===== src/rtl/acq_ctrl_pkg.sv =====
// Shared sizing and state encoding for the coherent accumulation sequencer.
package acq_ctrl_pkg;

  localparam int unsigned COH_DATA_NUMBER = 682;
  localparam int unsigned CNT_W           = 6;
  localparam int unsigned DRAIN_CYCLES    = 6;
  localparam int unsigned TIMEOUT         = 1023;
  localparam int unsigned EXP_W           = 4;
  localparam int unsigned RES_W           = $clog2(COH_DATA_NUMBER + 1);
  localparam int unsigned TMO_W           = $clog2(TIMEOUT + 1);
  localparam int unsigned DRN_W           = $clog2(DRAIN_CYCLES + 1);

  typedef enum logic [2:0] {
    S_IDLE    = 3'd0,
    S_KICK    = 3'd1,
    S_COLLECT = 3'd2,
    S_DRAIN   = 3'd3,
    S_CHECK   = 3'd4,
    S_DONE    = 3'd5
  } state_e;

  // A programmed count of zero runs a single iteration.
  function automatic logic [CNT_W-1:0] norm_count(input logic [CNT_W-1:0] n);
    return (n == '0) ? CNT_W'(1) : n;
  endfunction

endpackage


===== src/rtl/acq_pass_counter.sv =====
// Counts correlation results within one matched-filter pass; flags the terminal
// result and any strobe arriving while the pass is draining.
module acq_pass_counter
  import acq_ctrl_pkg::*;
(
  input  logic clk,
  input  logic rst,
  input  logic clr,
  input  logic count_en,
  input  logic over_en,
  input  logic valid,
  output logic first_c,
  output logic last_c,
  output logic overrun_c
);

  logic [RES_W-1:0] res_cnt_q;
  logic [RES_W-1:0] res_cnt_d;

  always_comb begin
    res_cnt_d = res_cnt_q;
    if (clr) begin
      res_cnt_d = '0;
    end else if (count_en && valid) begin
      res_cnt_d = res_cnt_q + RES_W'(1);
    end
  end

  always_ff @(posedge clk or posedge rst) begin
    if (rst) begin
      res_cnt_q <= '0;
    end else begin
      res_cnt_q <= res_cnt_d;
    end
  end

  // first_c is combinational so it coincides with the first strobe of the pass.
  assign first_c   = count_en && (res_cnt_q == '0);
  assign last_c    = count_en && valid && (res_cnt_q == RES_W'(COH_DATA_NUMBER - 1));
  assign overrun_c = over_en && valid;

endmodule


===== src/rtl/coh_acc_ctrl.sv =====
// Sequencer for the coherent accumulation datapath: runs seg x coh matched-filter
// passes, waits for coh_acc write-back between passes and reports completion.
module coh_acc_ctrl
  import acq_ctrl_pkg::*;
(
  input  logic             clk,
  input  logic             rst,
  input  logic             start,
  input  logic             abort,
  input  logic [CNT_W-1:0] seg_number,
  input  logic [CNT_W-1:0] coh_number,
  output logic             mf_start,
  input  logic             cor_result_valid,
  output logic             first_result,
  output logic             first_segment,
  output logic             first_acc,
  input  logic             write_finish,
  input  logic [EXP_W-1:0] max_exp_in,
  output logic             busy,
  output logic             round_done,
  output logic             done,
  output logic [EXP_W-1:0] max_exp_out,
  output logic             err
);

  state_e           state_q, state_d;
  logic [CNT_W-1:0] seg_n_q, seg_n_d;
  logic [CNT_W-1:0] coh_n_q, coh_n_d;
  logic [CNT_W-1:0] seg_cnt_q, seg_cnt_d;
  logic [CNT_W-1:0] coh_cnt_q, coh_cnt_d;
  logic [DRN_W-1:0] drain_cnt_q, drain_cnt_d;
  logic [TMO_W-1:0] tmo_cnt_q, tmo_cnt_d;
  logic [EXP_W-1:0] max_exp_q, max_exp_d;
  logic             mf_start_q, mf_start_d;
  logic             first_segment_q, first_segment_d;
  logic             first_acc_q, first_acc_d;
  logic             busy_q, busy_d;
  logic             round_done_q, round_done_d;
  logic             done_q, done_d;
  logic             err_q, err_d;

  logic             res_clr_c;
  logic             res_count_en_c;
  logic             res_over_en_c;
  logic             res_first_c;
  logic             res_last_c;
  logic             res_overrun_c;
  logic             tmo_hit_c;

  assign res_clr_c      = (state_q == S_KICK) || abort;
  assign res_count_en_c = (state_q == S_COLLECT);
  assign res_over_en_c  = (state_q == S_DRAIN);
  assign tmo_hit_c      = (tmo_cnt_q == TMO_W'(TIMEOUT - 1));

  acq_pass_counter u_pass_cnt (
    .clk       (clk),
    .rst       (rst),
    .clr       (res_clr_c),
    .count_en  (res_count_en_c),
    .over_en   (res_over_en_c),
    .valid     (cor_result_valid),
    .first_c   (res_first_c),
    .last_c    (res_last_c),
    .overrun_c (res_overrun_c)
  );

  // Next-state, loop counters and registered output decodes.
  always_comb begin
    state_d      = state_q;
    seg_n_d      = seg_n_q;
    coh_n_d      = coh_n_q;
    seg_cnt_d    = seg_cnt_q;
    coh_cnt_d    = coh_cnt_q;
    drain_cnt_d  = drain_cnt_q;
    tmo_cnt_d    = '0;
    max_exp_d    = max_exp_q;
    err_d        = err_q;
    round_done_d = 1'b0;
    done_d       = 1'b0;

    unique case (state_q)
      S_IDLE: begin
        if (start) begin
          seg_n_d   = norm_count(seg_number);
          coh_n_d   = norm_count(coh_number);
          seg_cnt_d = '0;
          coh_cnt_d = '0;
          err_d     = 1'b0;
          state_d   = S_KICK;
        end
      end
      S_KICK: begin
        state_d = S_COLLECT;
      end
      S_COLLECT: begin
        if (res_last_c) begin
          drain_cnt_d = '0;
          state_d     = S_DRAIN;
        end else if (tmo_hit_c && !cor_result_valid) begin
          err_d   = 1'b1;
          state_d = S_IDLE;
        end
      end
      S_DRAIN: begin
        // write_finish is still high from the previous pass here, so it is not looked at yet.
        drain_cnt_d = drain_cnt_q + DRN_W'(1);
        if (res_overrun_c) begin
          err_d = 1'b1;
        end
        if (drain_cnt_q == DRN_W'(DRAIN_CYCLES - 1)) begin
          state_d = S_CHECK;
        end
      end
      S_CHECK: begin
        if (write_finish) begin
          if (seg_cnt_q < seg_n_q - CNT_W'(1)) begin
            seg_cnt_d = seg_cnt_q + CNT_W'(1);
            state_d   = S_KICK;
          end else begin
            seg_cnt_d    = '0;
            max_exp_d    = max_exp_in;
            round_done_d = 1'b1;
            if (coh_cnt_q < coh_n_q - CNT_W'(1)) begin
              coh_cnt_d = coh_cnt_q + CNT_W'(1);
              state_d   = S_KICK;
            end else begin
              state_d = S_DONE;
            end
          end
        end else if (tmo_hit_c) begin
          err_d   = 1'b1;
          state_d = S_IDLE;
        end
      end
      S_DONE: begin
        done_d  = 1'b1;
        state_d = S_IDLE;
      end
      default: begin
        state_d = S_IDLE;
      end
    endcase

    if (abort) begin
      state_d      = S_IDLE;
      seg_cnt_d    = '0;
      coh_cnt_d    = '0;
      drain_cnt_d  = '0;
      max_exp_d    = max_exp_q;
      err_d        = err_q;
      round_done_d = 1'b0;
      done_d       = 1'b0;
    end

    // The no-progress timer restarts on every state change and every counted strobe.
    if ((state_d != state_q) || ((state_q == S_COLLECT) && cor_result_valid)) begin
      tmo_cnt_d = '0;
    end else if ((state_q == S_COLLECT) || (state_q == S_CHECK)) begin
      tmo_cnt_d = tmo_cnt_q + TMO_W'(1);
    end

    mf_start_d      = (state_d == S_KICK);
    busy_d          = (state_d != S_IDLE);
    first_segment_d = (seg_cnt_d == '0);
    first_acc_d     = (coh_cnt_d == '0);
  end

  always_ff @(posedge clk or posedge rst) begin
    if (rst) begin
      state_q         <= S_IDLE;
      seg_n_q         <= '0;
      coh_n_q         <= '0;
      seg_cnt_q       <= '0;
      coh_cnt_q       <= '0;
      drain_cnt_q     <= '0;
      tmo_cnt_q       <= '0;
      max_exp_q       <= '0;
      mf_start_q      <= 1'b0;
      first_segment_q <= 1'b0;
      first_acc_q     <= 1'b0;
      busy_q          <= 1'b0;
      round_done_q    <= 1'b0;
      done_q          <= 1'b0;
      err_q           <= 1'b0;
    end else begin
      state_q         <= state_d;
      seg_n_q         <= seg_n_d;
      coh_n_q         <= coh_n_d;
      seg_cnt_q       <= seg_cnt_d;
      coh_cnt_q       <= coh_cnt_d;
      drain_cnt_q     <= drain_cnt_d;
      tmo_cnt_q       <= tmo_cnt_d;
      max_exp_q       <= max_exp_d;
      mf_start_q      <= mf_start_d;
      first_segment_q <= first_segment_d;
      first_acc_q     <= first_acc_d;
      busy_q          <= busy_d;
      round_done_q    <= round_done_d;
      done_q          <= done_d;
      err_q           <= err_d;
    end
  end

  assign mf_start      = mf_start_q;
  assign first_result  = res_first_c;
  assign first_segment = first_segment_q;
  assign first_acc     = first_acc_q;
  assign busy          = busy_q;
  assign round_done    = round_done_q;
  assign done          = done_q;
  assign max_exp_out   = max_exp_q;
  assign err           = err_q;

endmodule

===== config.mk =====
export PLATFORM = sky130hd
export DESIGN_NAME = coh_acc_ctrl
export DESIGN_NICKNAME = d
export VERILOG_FILES = /design/src/rtl/acq_ctrl_pkg.sv /design/src/rtl/acq_pass_counter.sv /design/src/rtl/coh_acc_ctrl.sv
export SDC_FILE = /design/constraint.sdc
export NUM_CORES = 1
export LEC_CHECK = 0
export BUFFER_PORTS_ARGS = -buffer_cell sky130_fd_sc_hd__clkbuf_2
export CAP_MARGIN = 20
export CORE_MARGIN = 8
export CORE_UTILIZATION = 26
export DETAILED_ROUTE_END_ITERATION = 8
export PLACE_DENSITY = 0.41
export RECOVER_POWER = 100
export SLEW_MARGIN = 10
export SYNTH_ARGS = -nofsm -noshare
export SYNTH_HDL_FRONTEND = slang
export SYNTH_SLANG_ARGS = --single-unit
export TNS_END_PERCENT = 50

===== constraint.sdc =====
create_clock -name clk -period 4.5 [get_ports clk]
set_clock_uncertainty 0.2 [all_clocks]
set_input_delay 0.225 -clock clk [delete_from_list [all_inputs] [get_ports clk]]
set_output_delay 0.225 -clock clk [all_outputs]
set_load 0.05 [all_outputs]

==> results of run 1 <==
[layer usage]
layer,up-vias,global-route usage
met5,-,0
met4,0,0.0385
met3,16,0.0416
met2,46,0.157
met1,1298,0.126
li1,1391,-
[state kept, by name (all words and copies together), names as in the netlist]
signal / count
u_pass_cnt.res_cnt_q: 10
round_done: 1
err: 1
seg_n_q: 6
state_q: 3
tmo_cnt_q: 10
busy: 1
drain_cnt_q: 3
max_exp_out: 4
coh_n_q: 6
first_acc: 1
coh_cnt_q: 6
done: 1
first_segment: 1
mf_start: 1
seg_cnt_q: 6
[area by class of cell]
| type | instances | area, µm² | area share |
|---|---|---|---|
| clock buffers | 11 | 253 | 0.0591 |
| inverters | 18 | 67.6 | 0.0158 |
| clock inverters | 5 | 58.8 | 0.0138 |
| flip-flops and latches | 61 | 1530 | 0.357 |
| repair buffers | 53 | 337 | 0.0787 |
| well taps | 176 | 220 | 0.0515 |
| multi-input cells | 276 | 1810 | 0.424 |
[synthesized netlist by cell type (all sizes together), types with 2 or more instances]
cell type	number
dfrtp	61
nor2	49
nand2	36
ha	21
o21ai	19
inv	18
a21oi	17
xor2	15
nand3	14
mux2	13
xnor2	12
nand4	9
nor3	9
and2	7
buf	6
or3	6
a31oi	4
clkbuf	4
and3	3
and4	3
nor3b	3
nor4	3
or4	3
a22o	2
nor2b	2
nor4b	2
o211ai	2
o21a	2
o311ai	2
or2	2
[per-stage QoR]
stage	power [W]	setup WS (ns)
after floorplan	0.000757	1.67
after global placement	0.000814	1.48
after detailed placement	0.000817	1.36
after CTS	0.00156	1.36
after global routing	0.00161	0.746
final	0.00153	0.954
[worst max-delay path, delay by kind of cell (launching register included)]
family | cells | cell delay, ns
flip-flops | 1 | 0.39
adder cells (fa/ha/maj) | 1 | 0.27
AND/OR/NAND/NOR | 7 | 2.09
AO/OA/AOI/OAI | 2 | 0.31
XOR/XNOR | 1 | 0.18
[worst max path at each step]
stage                           from         to  depth (start not counted)
after global routing      coh_n_q[0]  first_acc                         11
after global placement    coh_n_q[0]  first_acc                         11
after detailed placement  coh_n_q[0]  first_acc                         11
after floorplan           coh_n_q[0]  first_acc                         11
final                     coh_n_q[0]  first_acc                         11
after CTS                 coh_n_q[0]  first_acc                         11
[power groups by stage]
stage / sequential [W] / clock [W] / combinational (W)
after detailed placement: 0.000614 / 0 / 0.000202
final: 0.000602 / 0.000723 / 0.000202
after CTS: 0.000604 / 0.000745 / 0.000215
after global placement: 0.000614 / 0 / 0.000200
after global routing: 0.000607 / 0.000768 / 0.000231
after floorplan: 0.000619 / 0 / 0.000138
[repair_timing]
item,CTS,global route
endpoints found under the setup margin,0,0
gates resized for setup,0,0
endpoints found under the hold margin,77,0
hold buffers,17,0
[cells by family (layout without fill, tap and decap cells)]
logic type               Yosys count  in the layout  share of synthesized area
AND/OR/NAND/NOR                  154            154                      0.233
AO/OA/AOI/OAI                     61             61                      0.120
adder cells (fa/ha/maj)           21             21                     0.0740
flip-flops                        61             61                      0.430
multiplexers                      13             13                     0.0412
XOR/XNOR                          27             27                     0.0666
buffers and inverters             28             87                     0.0356
==> reports/qor.json, run 1 <==
{
  "outcome": {
    "run_status": "finished, violations left",
    "violations": "capacitance limit, slew limit"
  },
  "critical_path": {
    "crit_slowest_cell": "sky130_fd_sc_hd__nor3_1",
    "regToRegStartpoint": "coh_n_q[0]",
    "timing.critical_path.mode_cell": "sky130_fd_sc_hd__nor3_1",
    "critical_path.reg2reg.endpoint": "first_acc",
    "max_stage_delay_ns": 0.71,
    "crit_path_max_fanout": 8,
    "start_kind": "flip-flop",
    "setup.worst_path.end_class": "flip-flop",
    "worstSetupPathType": "reg2reg",
    "rrSetupSlack_ns": 0.95,
    "crit_path_cell_trace": "nor3_1 > nor3b_1 > xnor2_1 > ha_1 > o21ai_0 > nor2_1 > nor3_1 > nand2_2 > or4_1 > a21oi_1 > nor4_2",
    "cp_data_required_time_ns": 4.52,
    "worst-r2r-cell-count": 11,
    "critical_path_arrival_ns": 3.56
  },
  "layout": {
    "n_antenna_cell": 0,
    "finalNetCount": 462,
    "area_overhead_of_the_layout_relative_to_synthesis_pct": 20.4,
    "most_common_library_cell_in_the_layout_ignoring_fill_and_taps": "sky130_fd_sc_hd__dfrtp_1",
    "post_route_cells_drive_above_1_share": 0.146,
    "finish.instance_area_um2": 4280,
    "final-instance-count-excl-fill": 600,
    "final_util": 0.322,
    "n_fill_cell": 1383,
    "final_cell_mix": "sky130_fd_sc_hd__dfrtp_1, sky130_fd_sc_hd__nor2_1, sky130_fd_sc_hd__nand2_1"
  },
  "sta": {
    "slew_violations": 62,
    "finalSetupViolations": 0,
    "timing.final.crit_period_ns": 3.55,
    "slew_headroom": -0.0625,
    "post_route_hold_slack_ns": 0.102,
    "fmaxAchievable_mhz": 282,
    "timing.final.crit_share": 0.788,
    "report.final.hold_viol_count": 0,
    "rsz0062_at_grt": "false",
    "totalNegativeSetupSlack_ns": 0,
    "measured_slew_at_the_worst_slew_check_pin_ns": 1.59
  },
  "worst_hold_path": {
    "hold_start": "cor_result_valid",
    "hold_path_end": "u_pass_cnt.res_cnt_q[1]",
    "timing.hold.worst_path_depth": 4,
    "holdCritPathClass": "in2reg"
  },
  "route": {
    "wirelength_met1_mm": 4.04,
    "drt.antenna.violating_nets": 0,
    "routedWlPerCell_um": 13.9,
    "route.final.wire_length_mm": 8.36,
    "viasPerCell": 4.59,
    "detail_route.iter0.violations": 223,
    "met2_wl_post_dr_mm": 3.79,
    "drtPass1Iterations": 4,
    "dr_drc_count": 0,
    "dr_wl_met3_um": 379,
    "route.top_layer_used": "met4",
    "route.vias.total": 2751
  },
  "job": {
    "max_cap_violations": 1
  },
  "logic_synthesis": {
    "seq_area_frac_synth": 0.430,
    "synth_largest_type_area_fraction": 0.430,
    "postSynthCellCount": 365,
    "ys_async_sr_fraction": 1.00,
    "synth.top_cells.by_area": "sky130_fd_sc_hd__dfrtp_1, sky130_fd_sc_hd__ha_1, sky130_fd_sc_hd__nor2_1",
    "number_of_synthesized_flops_with_an_enable_pin": 0,
    "synth_fp_nets": 408,
    "number_of_synthesized_register_bits": 61,
    "synthDominantAreaCellType": "sky130_fd_sc_hd__dfrtp_1",
    "yosys_most_used_dff": "sky130_fd_sc_hd__dfrtp_1",
    "synth_area_um2": 3550,
    "ys_warn_count": 0,
    "synth.lib_cells_used.distinct": 65,
    "post_synthesis_area_per_instance_um2": 9.73
  },
  "cts": {
    "clockBufferDepth": 2,
    "numCtsBuffers": 9,
    "clock_sink_count": 61,
    "clock_tree.root_cell": "sky130_fd_sc_hd__clkbuf_16",
    "htreeDepth": 3,
    "clk_pin_slew_worst_paths_ns": 0.05,
    "post-cts-setup-buffers": 0,
    "tritoncts": "done",
    "clock_insertion_delay_worst_skew_ns": 0.34
  },
  "floorplan": {
    "die_height_um": 133,
    "dieWidth_um": 133,
    "initial_core_util": 0.267,
    "fp-row-count": 42,
    "floorplan.io_pins": 34,
    "design.die.area_um2": 17600,
    "fp.coreArea_um2": 13300
  },
  "power_and_ir_drop": {
    "leak_nw": 1.81,
    "cellPowerDensity_nw_per_um2": 357,
    "switching_share": 0.268,
    "seqPwrFrac": 0.394,
    "irDropWorstVdd_mv": 0.214,
    "power_switching_w": 0.000409,
    "pwr-share-clk": 0.473,
    "pint_w": 0.00112,
    "combPwrFrac": 0.133
  },
  "grt": {
    "globalRouteTotalUtil": 0.103,
    "via_count_of_the_first_global_routing_pass": 2834,
    "grt_pass1_wl_mm": 14.4,
    "largest_net_degree_at_the_start_of_global_routing": 62,
    "grt_antenna_before_repair": 0,
    "grt_overflow": 0
  },
  "place": {
    "finalWeightedCongestion": 0.746,
    "io_buffer_count": 33,
    "dp.final_hpwl_mm": 5.99,
    "placed_cells_incl_taps": 567,
    "post_dp_cell_area_um2": 3900
  }
}
No activity file was read; power rests on OpenSTA's default activity.
==> inputs of run 2 (changes only) <==
--- a/config.mk
+++ b/config.mk
@@ -5,12 +5,13 @@
 export SDC_FILE = /design/constraint.sdc
 export NUM_CORES = 1
 export LEC_CHECK = 0
+export ABC_AREA = 1
 export BUFFER_PORTS_ARGS = -buffer_cell sky130_fd_sc_hd__clkbuf_2
 export CAP_MARGIN = 20
 export CORE_MARGIN = 8
 export CORE_UTILIZATION = 26
 export DETAILED_ROUTE_END_ITERATION = 8
-export PLACE_DENSITY = 0.41
+export PLACE_DENSITY = 0.43
 export RECOVER_POWER = 100
 export SLEW_MARGIN = 10
 export SYNTH_ARGS = -nofsm -noshare
==> constraint.sdc (replaced) <==
create_clock -name clk -period 2.9 [get_ports clk]
set_clock_uncertainty 0.2 [all_clocks]
set_input_delay 0.145 -clock clk [delete_from_list [all_inputs] [get_ports clk]]
set_output_delay 0.145 -clock clk [all_outputs]
set_load 0.05 [all_outputs]
==> run 2 against run 1 <==
The flow finishes with violations (hold timing, capacitance limit, slew limit). Core utilization is 0.91 points higher. First-iteration DRC count is 49% lower. Total power is 77% higher. Sequential share of layout area is 3.7 points lower. Maximum frequency is 32% higher. Synthesized cell count is 32% higher. Wire length is 11% higher. Combinational power grew to 2.5 times the previous value. Critical path depth is 6 higher. Critical endpoint is now tmo_cnt_q[4].
==> reports/qor.json, run 2 <==
{
  "outcome": {
    "run_status": "finished, violations left",
    "violations": "hold timing, capacitance limit, slew limit"
  },
  "route": {
    "met2_wl_post_dr_mm": 4.45,
    "detail_route.iter0.violations": 114,
    "routedWlPerCell_um": 12.6,
    "route.top_layer_used": "met4",
    "route.final.wire_length_mm": 9.30,
    "dr_drc_count": 0,
    "drtPass1Iterations": 4,
    "route.vias.total": 3258,
    "drt.antenna.violating_nets": 0,
    "wirelength_met1_mm": 4.39,
    "viasPerCell": 4.43,
    "dr_wl_met3_um": 398
  },
  "cts": {
    "htreeDepth": 3,
    "numCtsBuffers": 9,
    "clock_tree.root_cell": "sky130_fd_sc_hd__clkbuf_16",
    "clockBufferDepth": 2,
    "clk_pin_slew_worst_paths_ns": 0.05,
    "tritoncts": "done",
    "clock_sink_count": 61,
    "clock_insertion_delay_worst_skew_ns": 0.33
  },
  "logic_synthesis": {
    "postSynthCellCount": 483,
    "yosys.cell_count.top_type": "sky130_fd_sc_hd__nand2_1",
    "synth_area_um2": 3810,
    "synth_fp_nets": 526,
    "seq_area_frac_synth": 0.401,
    "synth.lib_cells_used.distinct": 40,
    "ys_async_sr_fraction": 1.00,
    "synthDominantAreaCellType": "sky130_fd_sc_hd__dfrtp_1",
    "number_of_synthesized_flops_with_an_enable_pin": 0,
    "synth_largest_type_area_fraction": 0.401,
    "ys_warn_count": 0,
    "yosys_most_used_dff": "sky130_fd_sc_hd__dfrtp_1",
    "number_of_synthesized_register_bits": 61,
    "synth.top_cells.by_area": "sky130_fd_sc_hd__dfrtp_1, sky130_fd_sc_hd__nand2_1, sky130_fd_sc_hd__ha_1",
    "post_synthesis_area_per_instance_um2": 7.88,
    "synth_top_cells_by_count": "sky130_fd_sc_hd__nand2_1, sky130_fd_sc_hd__inv_1, sky130_fd_sc_hd__dfrtp_1"
  },
  "critical_path": {
    "cp_data_required_time_ns": 2.92,
    "crit_path_max_fanout": 8,
    "setup.worst_path.end_class": "flip-flop",
    "worst-r2r-cell-count": 17,
    "start_kind": "flip-flop",
    "worstSetupPathType": "reg2reg",
    "critical_path_arrival_ns": 2.70
  },
  "power_and_ir_drop": {
    "leak_nw": 2.29,
    "switching_share": 0.285,
    "irDropWorstVdd_mv": 0.221,
    "pint_w": 0.00194,
    "pwr-share-clk": 0.454,
    "cellPowerDensity_nw_per_um2": 568,
    "combPwrFrac": 0.190,
    "power_switching_w": 0.000774,
    "seqPwrFrac": 0.357,
    "power.total_w": 0.00271
  },
  "layout": {
    "n_antenna_cell": 0,
    "most_common_library_cell_in_the_layout_ignoring_fill_and_taps": "sky130_fd_sc_hd__nand2_1",
    "post_route_cells_drive_above_1_share": 0.181,
    "area_overhead_of_the_layout_relative_to_synthesis_pct": 25.3,
    "regs_by_ff_count": "tmo_cnt_q: 10 flops, u_pass_cnt.res_cnt_q: 10 flops",
    "final_util": 0.331,
    "final_cell_mix": "sky130_fd_sc_hd__nand2_1, sky130_fd_sc_hd__inv_1, sky130_fd_sc_hd__dfrtp_1",
    "n_fill_cell": 1571,
    "finalNetCount": 589
  },
  "floorplan": {
    "die_height_um": 137,
    "fp.coreArea_um2": 14400,
    "design.die.area_um2": 18800,
    "floorplan.io_pins": 34,
    "dieWidth_um": 137,
    "fp-row-count": 44,
    "initial_core_util": 0.264
  },
  "sta": {
    "finalSetupViolations": 0,
    "slew_headroom": -0.0233,
    "post_route_hold_slack_ns": -0.00622,
    "timing.final.crit_period_ns": 2.68,
    "fmaxAchievable_mhz": 373,
    "totalNegativeSetupSlack_ns": 0,
    "measured_slew_at_the_worst_slew_check_pin_ns": 1.53,
    "timing.final.crit_share": 0.925,
    "rsz0062_at_grt": "true",
    "slew_violations": 62,
    "report.final.hold_viol_count": 2
  },
  "grt": {
    "grt_pass1_wl_mm": 15.7,
    "globalRouteTotalUtil": 0.104,
    "via_count_of_the_first_global_routing_pass": 3300,
    "largest_net_degree_at_the_start_of_global_routing": 62,
    "grt_antenna_before_repair": 0,
    "grt_overflow": 0
  },
  "place": {
    "io_buffer_count": 33,
    "dp.final_hpwl_mm": 6.76,
    "finalWeightedCongestion": 0.777
  },
  "job": {
    "max_cap_violations": 1
  },
  "worst_hold_path": {
    "timing.hold.worst_path_depth": 2,
    "holdCritPathClass": "in2reg"
  }
}
run 2: kinds of logic after synthesis:
group	count (synthesis)	synth area share
DFF	61	0.401
and+or+nand+nor	243	0.314
AOI/OAI and AO/OA	61	0.0887
buffers and inverters	79	0.0802
xor gates and xnor gates	10	0.0230
adders and majority gates	21	0.0690
muxes	8	0.0237
run 2: power groups by stage:
stage          Sequential, W  Combinational (W)  Clock, W
3_3_place_gp        0.000979           0.000470         0
6_report            0.000967           0.000514   0.00123
3_5_place_dp        0.000981           0.000474         0
5_1_grt             0.000976           0.000584   0.00130
4_1_cts             0.000967           0.000497   0.00126
2_1_floorplan        0.00101           0.000319         0
run 2: stage by stage:
step / setup WS (ns) / hold slack, ns / std cells / area (µm²)
after floorplan: 0.301 / 0.0896 / 483 / 3810
after detailed placement: 0.0588 / 0.184 / 696 / 4190
after CTS: 0.0344 / 0.000387 / 731 / 4730
after global routing: -0.0368 / 0.00140 / 735 / 4770
final: 0.219 / -0.00622 / 735 / 4770
after global placement: 0.128 / 0.179 / 696 / 4190
run 2: what timing repair did:
action | in CTS | in global routing
setup buffers | 0 | 3
resized for setup | 0 | 13
hold endpoints to repair | 77 | 0
hold buffers | 19 | 0
setup endpoints to repair | 0 | 13
run 2: final timing paths:
kind / startpoint / endpoint / slack, ns
min in group asynchronous: rst / tmo_cnt_q[5] / 0.67
setup / recovery: seg_n_q[2] / tmo_cnt_q[4] / 0.22
hold / removal: abort / round_done / -0.006
max in group asynchronous: rst / coh_n_q[0] / 0.91
setup reg to reg: seg_n_q[2] / tmo_cnt_q[4] / 0.22
hold reg to reg: err / err / 0.29
run 2: metal layers:
metal  global-route usage  vias up
met5                    0        -
met4               0.0217        0
met3               0.0301        6
met2                0.174       63
met1                0.130     1489
li1                     -     1700
run 2: critical path: stages (launching register included):
cell                      delay [ns]
sky130_fd_sc_hd__dfrtp_1        0.39
sky130_fd_sc_hd__nor2_1         0.10
sky130_fd_sc_hd__nand2_1        0.09
sky130_fd_sc_hd__buf_4          0.14
sky130_fd_sc_hd__xor2_1         0.13
sky130_fd_sc_hd__ha_1           0.29
sky130_fd_sc_hd__nand2_1        0.07
sky130_fd_sc_hd__nand2_1        0.06
sky130_fd_sc_hd__a21oi_2        0.15
sky130_fd_sc_hd__nand2_2        0.09
sky130_fd_sc_hd__nand2_4        0.12
sky130_fd_sc_hd__nor2_1         0.07
sky130_fd_sc_hd__o21ai_1        0.12
sky130_fd_sc_hd__o21ai_1        0.09
sky130_fd_sc_hd__nand2_1        0.11
sky130_fd_sc_hd__nand2_2        0.14
sky130_fd_sc_hd__nand2_4        0.16
sky130_fd_sc_hd__nor2_2         0.04
run 2: cell type report:
class	instances	area, µm²	area share
inverter	73	279	0.0585
clock buffer	13	280	0.0588
multi-input combinational	344	2010	0.422
tap	184	230	0.0483
clock inverter	3	65.1	0.0136
sequential	61	1530	0.320
timing repair buffer	57	375	0.0787
==> inputs of run 3 (changes only) <==
--- a/config.mk
+++ b/config.mk
@@ -8,7 +8,6 @@
 export ABC_AREA = 1
 export BUFFER_PORTS_ARGS = -buffer_cell sky130_fd_sc_hd__clkbuf_2
 export CAP_MARGIN = 20
-export CORE_MARGIN = 8
 export CORE_UTILIZATION = 26
 export DETAILED_ROUTE_END_ITERATION = 8
 export PLACE_DENSITY = 0.43
==> run 3 against run 2 <==
The run ends with capacitance limit, slew limit left. Combinational power about the same. Die area is 19% lower. Global-route usage increased by 2.7 points. Maximum frequency shrank 0.84%. Design area fell by 0.16%. Clock-buffer cell count did not move. Sequential share of layout area grew 0.050 points. Non-clock buffer count increased by 3. Cell count shrank 0.41%. Setup slack worse by 0.023 ns. Clock power shrank 9.8%. Largest cell class unchanged. Largest power group unchanged. Highest routed layer unchanged.
==> reports/qor.json, run 3 (synthesis results as in run 2) <==
{
  "cts": {
    "clk_pin_slew_worst_paths_ns": 0.06,
    "numCtsBuffers": 9,
    "htreeDepth": 3,
    "clock_sink_count": 61,
    "tritoncts": "done",
    "clockBufferDepth": 2,
    "clock_tree.root_cell": "sky130_fd_sc_hd__clkbuf_16",
    "clock_insertion_delay_worst_skew_ns": 0.34
  },
  "layout": {
    "n_fill_cell": 1496,
    "most_common_library_cell_in_the_layout_ignoring_fill_and_taps": "sky130_fd_sc_hd__nand2_1",
    "n_antenna_cell": 0,
    "final_cell_mix": "sky130_fd_sc_hd__nand2_1, sky130_fd_sc_hd__inv_1, sky130_fd_sc_hd__dfrtp_1",
    "regs_by_ff_count": "tmo_cnt_q: 10 flops, u_pass_cnt.res_cnt_q: 10 flops",
    "area_overhead_of_the_layout_relative_to_synthesis_pct": 25.1,
    "finalNetCount": 592,
    "regArea_um2": 1530,
    "post_route_cells_drive_above_1_share": 0.190,
    "multi_input_area_um2": 2030,
    "final_util": 0.338
  },
  "route": {
    "drtPass1Iterations": 4,
    "route.final.wire_length_mm": 9.24,
    "routedWlPerCell_um": 12.6,
    "drt.antenna.violating_nets": 0,
    "viasPerCell": 4.45,
    "dr_drc_count": 0,
    "route.vias.total": 3259,
    "detail_route.iter0.violations": 120
  },
  "power_and_ir_drop": {
    "seqPwrFrac": 0.375,
    "leak_nw": 2.29,
    "cellPowerDensity_nw_per_um2": 543,
    "switching_share": 0.296,
    "irDropWorstVdd_mv": 0.248,
    "pwr-share-clk": 0.428,
    "combPwrFrac": 0.198,
    "power_switching_w": 0.000765,
    "pint_w": 0.00182
  },
  "grt": {
    "grt_antenna_before_repair": 0,
    "grt-busiest-layer": "met2",
    "globalRouteTotalUtil": 0.131,
    "grt_use_met2": 0.228,
    "largest_net_degree_at_the_start_of_global_routing": 62,
    "use_met1": 0.156,
    "global_route.usage.met3": 0.0332,
    "grt_overflow": 0,
    "via_count_of_the_first_global_routing_pass": 3197,
    "grt_pass1_wl_mm": 15.1
  },
  "critical_path": {
    "crit_slowest_cell": "sky130_fd_sc_hd__dfrtp_1",
    "crit_path_cell_trace": "nor2_1 > nand2_1 > nor3_2 > xnor2_1 > ha_1 > nand2_1 > nor2_1 > nand2_1 > nand2_2 > nand2_4 > buf_4 > nor3_4 > mux2_2",
    "max_stage_delay_ns": 0.41,
    "cp_data_required_time_ns": 2.92,
    "worst-r2r-cell-count": 13,
    "worstSetupPathType": "reg2reg",
    "critical_path.reg2reg.endpoint": "max_exp_out[3]",
    "critical_path_arrival_ns": 2.72,
    "rrSetupSlack_ns": 0.20,
    "crit_path_max_fanout": 5,
    "start_kind": "flip-flop",
    "regToRegStartpoint": "seg_n_q[2]",
    "timing.critical_path.mode_cell": "sky130_fd_sc_hd__nand2_1",
    "setup.worst_path.end_class": "flip-flop"
  },
  "floorplan": {
    "floorplan.io_pins": 34,
    "fp-row-count": 43,
    "design.die.area_um2": 15100,
    "dieWidth_um": 123,
    "initial_core_util": 0.270,
    "die_height_um": 123,
    "fp.coreArea_um2": 14100
  },
  "sta": {
    "slew_violations": 62,
    "timing.final.crit_share": 0.932,
    "timing.final.crit_period_ns": 2.70,
    "rsz0062_at_grt": "true",
    "post_route_hold_slack_ns": 0.0426,
    "measured_slew_at_the_worst_slew_check_pin_ns": 1.56,
    "fmaxAchievable_mhz": 370,
    "slew_headroom": -0.0421,
    "report.final.hold_viol_count": 0,
    "finalSetupViolations": 0,
    "final_critical_path_setup_slack_ns": 0.196
  },
  "worst_hold_path": {
    "hold_path_end": "u_pass_cnt.res_cnt_q[2]",
    "holdCritPathClass": "in2reg",
    "hold_start": "cor_result_valid",
    "timing.hold.worst_path_depth": 5
  },
  "outcome": {
    "violations": "capacitance limit, slew limit",
    "run_status": "finished, violations left"
  },
  "place": {
    "dp.final_hpwl_mm": 6.55,
    "finalWeightedCongestion": 0.746,
    "io_buffer_count": 33,
    "preCtsSetupSlack_ns": 0.119
  },
  "job": {
    "max_cap_violations": 1
  }
}
run 3: cell count changes in the layout (fill, tap and decap cells not counted), moves of 2 or more:
| cell | delta |
|---|---|
| sky130_fd_sc_hd__buf_4 | +2 |
| sky130_fd_sc_hd__nor2_2 | +3 |
| sky130_fd_sc_hd__a21oi_2 | +2 |
| sky130_fd_sc_hd__nor2_1 | -5 |
| sky130_fd_sc_hd__nor2_4 | +2 |
run 3: per-layer routing:
metal	share of wire	vias up
li1	-	1698
met1	0.48	1512
met2	0.48	41
met3	0.029	8
met4	0.014	0
met5	0	-
run 3: cell type report:
cell class / instances / area share
Clock buffer: 13 / 0.0568
Multi-Input combinational cell: 344 / 0.426
Tap cell: 180 / 0.0473
Inverter: 73 / 0.0586
Timing Repair Buffer: 60 / 0.0843
Sequential cell: 61 / 0.321
Clock inverter: 1 / 0.00631
run 3: worst max-delay path: cells and delay by family (launching register included):
| family | cells | cell delay (ns) |
|---|---|---|
| mux | 1 | 0.38 |
| flops | 1 | 0.41 |
| xor+xnor | 1 | 0.09 |
| fa+ha+maj | 1 | 0.29 |
| simple gates | 9 | 1.04 |
| buf+inv | 1 | 0.16 |
run 3: worst max-delay path by stage:
stage	to	cells past startpoint	slack [ns]	start
2_1_floorplan	first_result	3	0.30	state_q[2]
3_5_place_dp	tmo_cnt_q[0]	17	0.12	seg_n_q[2]
6_report	max_exp_out[3]	13	0.20	seg_n_q[2]
3_3_place_gp	tmo_cnt_q[6]	17	0.16	coh_n_q[0]
4_1_cts	tmo_cnt_q[0]	17	0.10	seg_n_q[2]
5_1_grt	tmo_cnt_q[6]	17	-0.02	coh_n_q[0]
run 3: per-stage QoR:
stage / std cells / instance area, µm² / total power [W] / setup TNS, ns
6_report: 732 / 4760 / 0.00259 / 0
5_1_grt: 732 / 4760 / 0.00273 / -0.0907
4_1_cts: 727 / 4710 / 0.00261 / 0
3_5_place_dp: 693 / 4210 / 0.00146 / 0
3_3_place_gp: 693 / 4210 / 0.00145 / 0
2_1_floorplan: 483 / 3810 / 0.00132 / 0
run 3: repair_timing:
action,in CTS,in global routing
hold buffers,20,0
endpoints found under the hold margin,80,0
setup endpoints to repair,0,16
buffers inserted,0,4
resized for setup,0,14
run 3: power by group through the flow:
stage	sequential, W	combinational (W)	clock [W]
after floorplan	0.00101	0.000319	0
after global placement	0.000980	0.000475	0
after detailed placement	0.000981	0.000476	0
after CTS	0.000967	0.000502	0.00114
after global routing	0.000976	0.000583	0.00117
final	0.000968	0.000511	0.00111
